--- src/rtl/mem_arbiter.sv ---
// Round-robin arbiter that sequences a single-port synchronous RAM between two requesters.
// state | meaning: IDLE grant | ISSUE strobe RAM | WAIT read latency | ACK pulse winner ack
module mem_arbiter #(
  parameter int ADDR_W = 9,
  parameter int DATA_W = 32,
  parameter int RD_LAT = 1
) (
  input  logic              clk,
  input  logic              reset,
  input  logic              a_req,
  input  logic              a_we,
  input  logic [31:0]       a_addr,
  input  logic [DATA_W-1:0] a_wdata,
  output logic [DATA_W-1:0] a_rdata,
  output logic              a_ack,
  input  logic              b_req,
  input  logic              b_we,
  input  logic [31:0]       b_addr,
  input  logic [DATA_W-1:0] b_wdata,
  output logic [DATA_W-1:0] b_rdata,
  output logic              b_ack,
  output logic [ADDR_W-1:0] mem_addr,
  output logic [DATA_W-1:0] mem_wdata,
  output logic              mem_we,
  output logic              mem_re,
  input  logic [DATA_W-1:0] mem_rdata,
  output logic              busy,
  output logic              last_grant
);

  typedef enum logic [1:0] {IDLE, ISSUE, WAIT, ACK} state_t;

  state_t            state;
  logic              cmd_we;
  logic              winner;
  logic [2:0]        lat_cnt;
  logic              grant_b;
  logic              sel_we;
  logic [ADDR_W-1:0] sel_addr;
  logic [DATA_W-1:0] sel_wdata;
  logic              addr_hi_unused;

  // On a tie the port that was not served last wins.
  assign grant_b        = b_req && (!a_req || !last_grant);
  assign sel_we         = grant_b ? b_we : a_we;
  assign sel_addr       = grant_b ? b_addr[ADDR_W-1:0] : a_addr[ADDR_W-1:0];
  assign sel_wdata      = grant_b ? b_wdata : a_wdata;
  assign addr_hi_unused = ^{a_addr[31:ADDR_W], b_addr[31:ADDR_W]};

  always_ff @(posedge clk or negedge reset) begin
    if (!reset) begin
      state      <= IDLE;
      cmd_we     <= 1'b0;
      winner     <= 1'b0;
      lat_cnt    <= '0;
      a_ack      <= 1'b0;
      b_ack      <= 1'b0;
      a_rdata    <= '0;
      b_rdata    <= '0;
      mem_addr   <= '0;
      mem_wdata  <= '0;
      mem_we     <= 1'b0;
      mem_re     <= 1'b0;
      busy       <= 1'b0;
      last_grant <= 1'b1;
    end else begin
      a_ack  <= 1'b0;
      b_ack  <= 1'b0;
      mem_we <= 1'b0;
      mem_re <= 1'b0;
      case (state)
        IDLE: begin
          // Command registers double as the RAM pins so ISSUE drives them directly.
          if (a_req || b_req) begin
            state     <= ISSUE;
            busy      <= 1'b1;
            winner    <= grant_b;
            cmd_we    <= sel_we;
            mem_addr  <= sel_addr;
            mem_wdata <= sel_wdata;
            mem_we    <= sel_we;
            mem_re    <= !sel_we;
          end
        end
        ISSUE: begin
          if (cmd_we) begin
            state      <= ACK;
            a_ack      <= !winner;
            b_ack      <= winner;
            last_grant <= winner;
          end else begin
            state   <= WAIT;
            lat_cnt <= 3'(RD_LAT);
          end
        end
        WAIT: begin
          if (lat_cnt <= 3'd1) begin
            state      <= ACK;
            a_ack      <= !winner;
            b_ack      <= winner;
            last_grant <= winner;
            if (winner) b_rdata <= mem_rdata;
            else        a_rdata <= mem_rdata;
          end else begin
            lat_cnt <= lat_cnt - 3'd1;
          end
        end
        ACK: begin
          state <= IDLE;
          busy  <= 1'b0;
        end
        default: begin
          state <= IDLE;
          busy  <= 1'b0;
        end
      endcase
    end
  end

endmodule

--- config.mk ---
export PLATFORM = sky130hd
export DESIGN_NAME = mem_arbiter
export DESIGN_NICKNAME = d
export VERILOG_FILES = /design/src/rtl/mem_arbiter.sv
export SDC_FILE = /design/constraint.sdc
export NUM_CORES = 1
export LEC_CHECK = 0
export BUFFER_PORTS_ARGS = -buffer_cell sky130_fd_sc_hd__buf_4
export CAP_MARGIN = 15
export CORE_MARGIN = 3
export CORE_UTILIZATION = 40
export DETAILED_ROUTE_END_ITERATION = 16
export PLACE_DENSITY_LB_ADDON = 0.05
export SLEW_MARGIN = 20
export SYNTH_ARGS = -nofsm -noshare
export SYNTH_HDL_FRONTEND = slang
export SYNTH_SLANG_ARGS = --single-unit
export TNS_END_PERCENT = 50
--- constraint.sdc ---
create_clock -name clk -period 1.7 [get_ports clk]
set_input_delay 0.17 -clock clk [delete_from_list [all_inputs] [get_ports clk]]
set_output_delay 0.17 -clock clk [all_outputs]
set_load 0.01 [all_outputs]
==> impl.org, run 1 <==
** Drt
- The first routing iteration left 210 violations.
- The routed design uses 1110 um of met3 wire.
- Post-detailed-route DRC marker count :: 0
- Remaining number of nets flagged by the antenna check after routing :: 0
- Average vias per placed instance :: 4.75
- Met1 wire length :: roughly 5600 um
- Total number of vias :: just under 4,000
- First drt pass iteration count :: 4
- Avg WL per Cell :: between 15 and 20 um
- Routed wire length on met2 :: between 6000 and 7000 um
- For this block, the routed nets add up to 13,700 um of wire.
- Highest metal layer used by the detailed router :: met4

** Layout
- At the end of the flow the core is filled with cells to 0.700.
- Antenna diode count :: 0
- The final layout contains 840 nets.
- Of the cells placed in the final design, the portion with a size suffix greater than 1 is 0.527.
- Number of standard cells in the final layout excluding fillers :: between 800 and 900
- Relative to the synthesized area, the layout overhead comes to 66.4%.

** Setup path
- The critical path starts at lat_cnt[1].
- The worst register-to-register path ends at a_rdata[31].
- The worst register-to-register path has a depth of 8.
- CP startpoint kind :: register
- CP max FO :: 8
- The worst setup path is of the register to register kind.
- STA classifies the critical path endpoint as a register.
- Start of the worst register-to-register path :: lat_cnt[1]
- At the worst endpoint, the arrival time is 2.09 ns.
- STA puts the critical path data required time at approximately 2 ns.
- Across all register-to-register paths, the minimum setup slack is -0.11 ns.

** Floorplanning
- The floorplan step defined a core boundary enclosing between 10,000 and 15,000 um2.
- DIE WIDTH :: between 100 and 150 um
- The initial utilization of the core area, before any placement, comes to 0.420.
- The die covers around 14,000 um2.
- Count of standard-cell rows :: 39
- Number of top-level pins :: approximately 280
- Die height :: around 120 um

** Logic synthesis
- dfrtp_1 takes more of the synthesized area than any other cell.
- Synthesized area per cell :: around 13 um2
- Number of distinct library cells after synthesis :: 26
- Net Count, Synth :: ~550
- Among all cell types in the netlist, the one instantiated most often is dfrtp_1.
- The mapped netlist covers around 4900 um2.
- In the post-synthesis netlist, the biggest area contributors are dfrtp_1 59%, mux2i_1 8.7%, mux2_1 8.0%.
- In the synthesized netlist the async set-or-reset flop fraction comes to 1.00.
- The Yosys step of the flow raised 0 warnings.
- Count of mapped cells out of synthesis :: between 300 and 400
- Dominant register cell in the synthesized netlist :: dfrtp_1
- After synthesis the netlist holds a flip-flop and latch count of around 120.
- In the synthesized netlist, the cells that appear most often are 117 x dfrtp_1, 47 x nand2_1, 46 x o21ai_0, 43 x mux2i_1, 35 x mux2_1.
- Register area share after synthesis :: 0.600
- Of the post-synthesis cell area, the dominant cell type holds 0.595.
- Counting flops with a built-in enable in the synthesized netlist gives 0.

** Power
- For this design the ratio of total power to cell area is 1930 nW/um2.
- Power dissipated by switching net loads :: approximately 5100 uW
- Switching share of total power :: 0.321
- Proportion of power drawn by flip-flops and latches :: 0.320
- Combinational power share :: 0.451
- Cell internal power was estimated by the tool at around 11,000 uW.
- IR analysis of the VDD net gives a maximum drop of approximately 0.68 mV.
- Of the total power, the clock network draws 0.230.
- The analysis attributes to cell leakage a power of between 0.004 and 0.005 uW.

** Global route
- The number of global-route vias before repair was between 4,000 and 5,000.
- The first global-routing pass estimated 20,900 um of wire.
- In the global route stage, overall resource usage came out at 0.200.
- Overflow left after global routing :: 0
- Entering global routing, the biggest net connects 39 pins.
- Number of antenna violations at the first check in global routing :: 0

** Clock network
- The H-tree was split into 4 levels.
- Number of clock buffers inserted by TritonCTS :: 17
- Clock-pin transition on the worst setup and hold timing paths :: roughly 0.05 ns
- At the later pin of the worst-skew pair, clock insertion delay measures 0.41 ns.
- The root buffer cell chosen for the clock tree is clkbuf_16.
- Clock tree sinks :: about 120
- TritonCTS built the clock tree.
- Maximum buffer depth of the clock tree :: 2

** Timing
- Unrepaired setup endpoints after global routing :: yes
- Clock tree skew after final layout :: between 0.01 and 0.015 ns
- Post-route clock period utilization :: 1.07
- For this run, the top clock speed supported by timing is between 500 and 600 MHz.
- Subtracting the final worst setup slack from the clock period gives approximately 1.8 ns.
- Worst Slack Setup Final :: -0.113 ns
- Setup violations remaining at the end of the flow were counted as 64.
- The number of hold-slack violations in the final timing report is 0.
- Pins Over Slew Limit :: 0
- Measured against its own limit, the worst slew margin works out to 0.642.
- Actual transition at the worst max-transition pin :: ~0.54 ns

** Run status
- Violated checks :: negative setup slack
- Run status :: finished with violations

** Placed design
- Counting tap cells, the placed design contains a total of about 750 instances.
- After legalization and detailed placement, the total HPWL measured between 9000 and 10,000 um.
- Buffers added on ports :: 230
- At the end of routability-driven placement, the weighted congestion stood at between 0.7 and 0.8.

** Min path
- Worst min-delay path endpoint :: b_rdata[17]
- The startpoint identified for the worst hold timing path is mem_rdata[17].
- Counting instances, the worst hold path has a depth of 2.
- Path class of the lowest-slack min-delay path :: primary input to register

** Run
- Max-cap violations :: 0
-- layout make-up --
class / count / area [um2]
tap: 143 / 179
multi-input combinational: 235 / 2020
clock buffer: 23 / 488
sequential: 118 / 2950
clock inverter: 8 / 121
fill: 875 / 3520
inverter: 7 / 26.3
timing repair buffer: 288 / 2410
-- through the flow --
| stage | total power, uW | setup slack (ns) | instance area, um2 | hold WS, ns | setup TNS [ns] |
|---|---|---|---|---|---|
| after floorplan | 7970 | -0.0670 | 4940 | -0.126 | -2.01 |
| after global placement | 11100 | -0.143 | 7000 | 0.181 | -4.49 |
| after detailed placement | 11300 | -0.193 | 7000 | 0.188 | -7.02 |
| after CTS | 16000 | -0.104 | 8180 | 0.000500 | -4.51 |
| after global routing | 16800 | -0.187 | 8190 | 0.00626 | -9.60 |
| final | 15900 | -0.113 | 8190 | 0.0162 | -4.56 |
-- timing repair --
action,in CTS,in global routing
pin swaps,2,0
endpoints found under the setup margin,61,67
buffers inserted,6,0
gates resized for setup,42,3
hold buffers,28,0
hold endpoints to repair,82,0
cloned,4,0
-- sequential cells by signal, indices dropped and copies added, names as in the netlist, 2 cells and up --
register	flops
b_rdata	32
lat_cnt	3
mem_addr	9
mem_wdata	32
state	2
a_rdata	32
-- per-layer routing --
metal  vias to the layer above  track usage
met5                         -            0
met3                        12       0.0699
met4                         0       0.0673
li1                       1892            -
met2                       162        0.339
met1                      1840        0.238
-- layout by cell type, fill, tap and decap left out, types with 3 or more instances in the layout --
master / count
mux2_1: 7
mux2i_1: 43
clkbuf_8: 4
mux2_4: 30
bufinv_16: 3
ha_1: 5
dlygate4sd3_1: 28
nor2_1: 7
o21ai_0: 45
nand2_1: 46
inv_1: 6
buf_4: 247
clkinv_2: 3
clkbuf_16: 17
mux2_2: 28
buf_16: 4
dfrtp_1: 117
buf_12: 7
nand2b_1: 3
-- how the worst max path moves through the flow --
stage             endpoint  cells past startpoint  slack, ns
5_1_grt         a_rdata[1]                      8      -0.19
6_report       a_rdata[31]                      8      -0.11
3_3_place_gp   a_rdata[29]                      7      -0.14
4_1_cts         a_rdata[1]                      8      -0.10
2_1_floorplan   a_rdata[0]                      8      -0.07
3_5_place_dp   a_rdata[15]                      7      -0.19
-- critical path, stage by stage (launching register included) --
cell and delay, ns:
dfrtp_1 0.39, inv_2 0.09, ha_4 0.12, o21ba_4 0.16, nor3b_4 0.18, and2_4 0.18, buf_6 0.13, buf_16 0.15
mux2_4 0.31
-- power by group through the flow --
stage | sequential, uW | combinational [uW] | clock [uW]
final | 5070 | 7140 | 3640
after global routing | 5240 | 7750 | 3840
after CTS | 5060 | 7200 | 3710
after detailed placement | 5040 | 6230 | 0
after global placement | 4970 | 6100 | 0
after floorplan | 5560 | 2410 | 0
-- cell families (layout without fill, tap and decap cells) --
logic type | count (synthesis) | after routing | share of synthesized area
muxes | 108 | 108 | 0.236
buffers and inverters | 28 | 326 | 0.0282
DFF | 118 | 118 | 0.600
and+or+nand+nor | 64 | 64 | 0.0557
adders and majority gates | 7 | 7 | 0.0178
AOI/OAI and AO/OA | 56 | 56 | 0.0623
(Power assumes the default switching activity.)
==> inputs of run 2 (changes only) <==
--- a/config.mk
+++ b/config.mk
@@ -7,9 +7,12 @@
 export LEC_CHECK = 0
 export BUFFER_PORTS_ARGS = -buffer_cell sky130_fd_sc_hd__buf_4
 export CAP_MARGIN = 15
+export CELL_PAD_IN_SITES_DETAIL_PLACEMENT = 2
+export CELL_PAD_IN_SITES_GLOBAL_PLACEMENT = 2
 export CORE_MARGIN = 3
-export CORE_UTILIZATION = 40
+export CORE_UTILIZATION = 24
 export DETAILED_ROUTE_END_ITERATION = 16
+export MAX_ROUTING_LAYER = met4
 export PLACE_DENSITY_LB_ADDON = 0.05
 export SLEW_MARGIN = 20
 export SYNTH_ARGS = -nofsm -noshare
==> run 2 against run 1 <==
Against the previous run:
- clock power is essentially flat
- critical endpoint is now a_rdata[0]
- count of clock-buffer cells in the layout decreased by 2
- sequential power is essentially flat
- fmax is 3.4% lower
- critical path depth unchanged
- largest power group unchanged
- utilization is 27 points lower
- the run still ends with negative setup slack left
- first-iteration DRC count fell by 61%
- flip-flop and latch count stayed put
==> impl.org, run 2 (synthesis gave the netlist of run 1 again) <==
** Floorplanning
- The die area was 22,300 um2 (+63%).
- DIE WIDTH :: 149 um (+28%)
- Die height :: 149 um (+28%)
- The starting density of the core is 0.249 (-0.172).
- Number of top-level pins :: 277 (unchanged)
- The total core area was 19,800 um2 (+69%).
- The number of cell rows was 51 (+31%).

** Timing
- The final period utilization came to 1.10 (+0.0373).
- The final setup skew came to 0.00671 ns (-0.00634 ns).
- Actual transition at the worst max-transition pin :: 0.387 ns (-0.151 ns)
- Worst max-slew margin expressed relative to the limit :: 0.742 (+0.101)
- Count of endpoints failing hold in the final timing report :: 0 (unchanged)
- Final Hold Slack :: 0.0515 ns (+0.0354 ns)
- Pins Over Slew Limit :: 0 (unchanged)
- The final total negative setup slack is -7.86 ns (-3.30 ns).
- The peak clock frequency supported by timing is 533 MHz (-3.4%).
- Setup repair after global routing could not meet its margin everywhere.
- Final setup violation count :: 64 (unchanged)
- Worst Slack Setup Final :: -0.177 ns (-0.0635 ns)
- The time the final worst path needs with I/O delays and setup is 1.88 ns (+0.0635 ns).

** Layout
- The post-layout instance area came to 8420 um2 (+2.7%).
- Area growth, synth to finish :: 70.9%
- Top library cells by usage in the layout, fill and taps aside :: 249 x buf_4, 117 x dfrtp_1, 45 x nand2_1, 44 x o21ai_0, 43 x mux2i_1
- Fin nets :: 847 (+0.83%)
- The count of filler cells inserted in the layout came to 2,031 (+130%).
- The library cell used most frequently in the layout, excluding fill and tap cells, is buf_4.
- Proportion of layout cells with a drive suffix above 1 :: 0.531 (+0.00405)
- Biggest registers after layout :: a_rdata x32, b_rdata x32, mem_wdata x32
- Antenna diode count :: 0 (unchanged)

** Power
- Leak :: 0.00411 uW (+0.84%)
- The part of the total power dissipated in sequential elements was 0.312 (-0.008).
- Switching share of total power :: 0.336 (+0.0154)
- Proportion of power drawn by the clock network :: 0.225 (-0.005)
- The worst ir drop on vdd is 0.711 mV (+5.2%).
- Internal Dissipation :: 10,800 uW (+0.36%)
- Power density normalized to cell area :: 1930 nW/um2 (about the same)
- The total power after layout came to 16,300 uW (+2.7%).
- Combinational power share :: 0.463 (+0.012)
- Power dissipated by switching net loads :: 5470 uW (+7.6%)

** Global route
- The maximum number of pins on one net before global-route repair came to 70 (+79%).
- The total routing usage reported by global routing is 0.161 (-0.0393).
- The wire length of the first global-routing pass is 26,600 um (+28%).
- The initial antenna violation count came to 0 (unchanged).
- Number of global-route vias before repair :: 4,808 (+18%)
- The total congestion overflow after global routing came to 0 (unchanged).

** Clock network
- Number of clock buffers inserted by TritonCTS :: 17 (unchanged)
- Clock insertion delay at the later pin of the skew report :: 0.41 ns (about the same)
- Maximum buffer depth of the clock tree :: 2 (unchanged)
- The cell sitting at the root of the clock tree is a clkbuf_16.
- The CTS H-tree depth came to 4 (unchanged).
- Clock tree from TritonCTS :: built
- Clock tree sinks :: 118 (unchanged)
- The post-CTS clock slew at the launch and capture registers of the worst setup and hold paths was 0.05 ns (about the same).

** Run status
- The final reports fail on negative setup slack.
- Run status :: finished with violations

** Placed design
- Buffers added on ports :: 230 (unchanged)
- HPWL after detailed placement :: 12,000 um (+26%)
- The routability congestion estimate came to 0.735 (-5.7%).
- Setup WS pre-CTS :: -0.218 ns (-0.0250 ns)
- Instance area after placement :: 7140 um2 (+2.0%)

** Setup path
- The data required time of the critical path came to 1.99 ns (about the same).
- Worst setup path category :: register to register
- The endpoint arrival time on the critical path is 2.16 ns (+0.07 ns).
- The maximum fanout along the worst path was 8 (unchanged).
- CP startpoint kind :: register
- The worst setup path is captured at a register.

** Min path
- Path class of the lowest-slack min-delay path :: primary input to register

** Run
- The total of max-cap violations was 0 (unchanged).

** Drt
- The post-detailed-routing wire length is 17,600 um (+29%).
- Initial DRC count :: 81 (-61%)
- The average wire length per cell after detail routing was 18.5 um (+11%).
- Remaining number of nets flagged by the antenna check after routing :: 0 (unchanged)
- The ratio of routed vias to standard cells came to 4.31 (-9.2%).
- The DRC violation count after routing was 0 (unchanged).
- The total number of vias was 4,107 (+5.1%).
- First drt pass iteration count :: 4 (unchanged)
[run 2: area by class of cell]
type / instances / area [um2] / area share
multi-input combinational: 235 / 2030 / 0.241
tap: 265 / 332 / 0.0394
sequential: 118 / 2950 / 0.351
inverter: 7 / 26.3 / 0.00312
clock buffer: 21 / 460 / 0.0547
clock inverter: 11 / 149 / 0.0177
timing repair buffer: 295 / 2460 / 0.293
[run 2: worst paths after layout]
check                      cells past startpoint            end           from  slack [ns]
setup reg to reg                               8     a_rdata[0]     lat_cnt[1]       -0.18
min in group asynchronous                      2     b_rdata[7]          reset        0.25
hold reg to reg                                2  mem_wdata[25]  mem_wdata[25]        0.48
setup / recovery                               8     a_rdata[0]     lat_cnt[1]       -0.18
max in group asynchronous                      3    b_rdata[16]          reset        0.77
hold / removal                                 3  mem_wdata[25]    b_wdata[25]        0.05
[run 2: critical path: stages (launching register included)]
cell and delay (ns):
dfrtp_1 0.39, inv_2 0.08, ha_4 0.12, o21ba_4 0.15
nor3b_4 0.21, and2_4 0.23, buf_12 0.13, buf_16 0.14
mux2_4 0.31
[run 2: routing by layer]
layer / vias to the layer above / wire length, um / track usage / part of all wire
li1: 1908 / - / - / -
met5: - / 0 / - / 0
met4: 0 / 189 / 0.0453 / 0.011
met1: 2007 / 7480 / 0.192 / 0.42
met2: 176 / 8670 / 0.260 / 0.49
met3: 16 / 1300 / 0.0562 / 0.073
[run 2: metrics by stage]
stage,util,cells
floorplan,-,381
global placement,0.361,876
detailed placement,0.361,876
CTS,0.423,949
global route,0.425,952
finish,0.425,952
[run 2: repair_timing]
item	CTS	global route
endpoints found under the hold margin	111	0
hold buffers	33	0
setup endpoints to repair	65	110
gates cloned	3	3
resized for setup	43	8
buffers inserted	6	2
pin swaps	3	2
[run 2: power groups by stage]
stage	clock network, uW	registers (uW)	logic (uW)
2_1_floorplan	0	5560	2410
3_3_place_gp	0	4970	6330
3_5_place_dp	0	5070	6520
4_1_cts	3810	5070	7550
5_1_grt	3940	5260	8200
6_report	3660	5080	7530
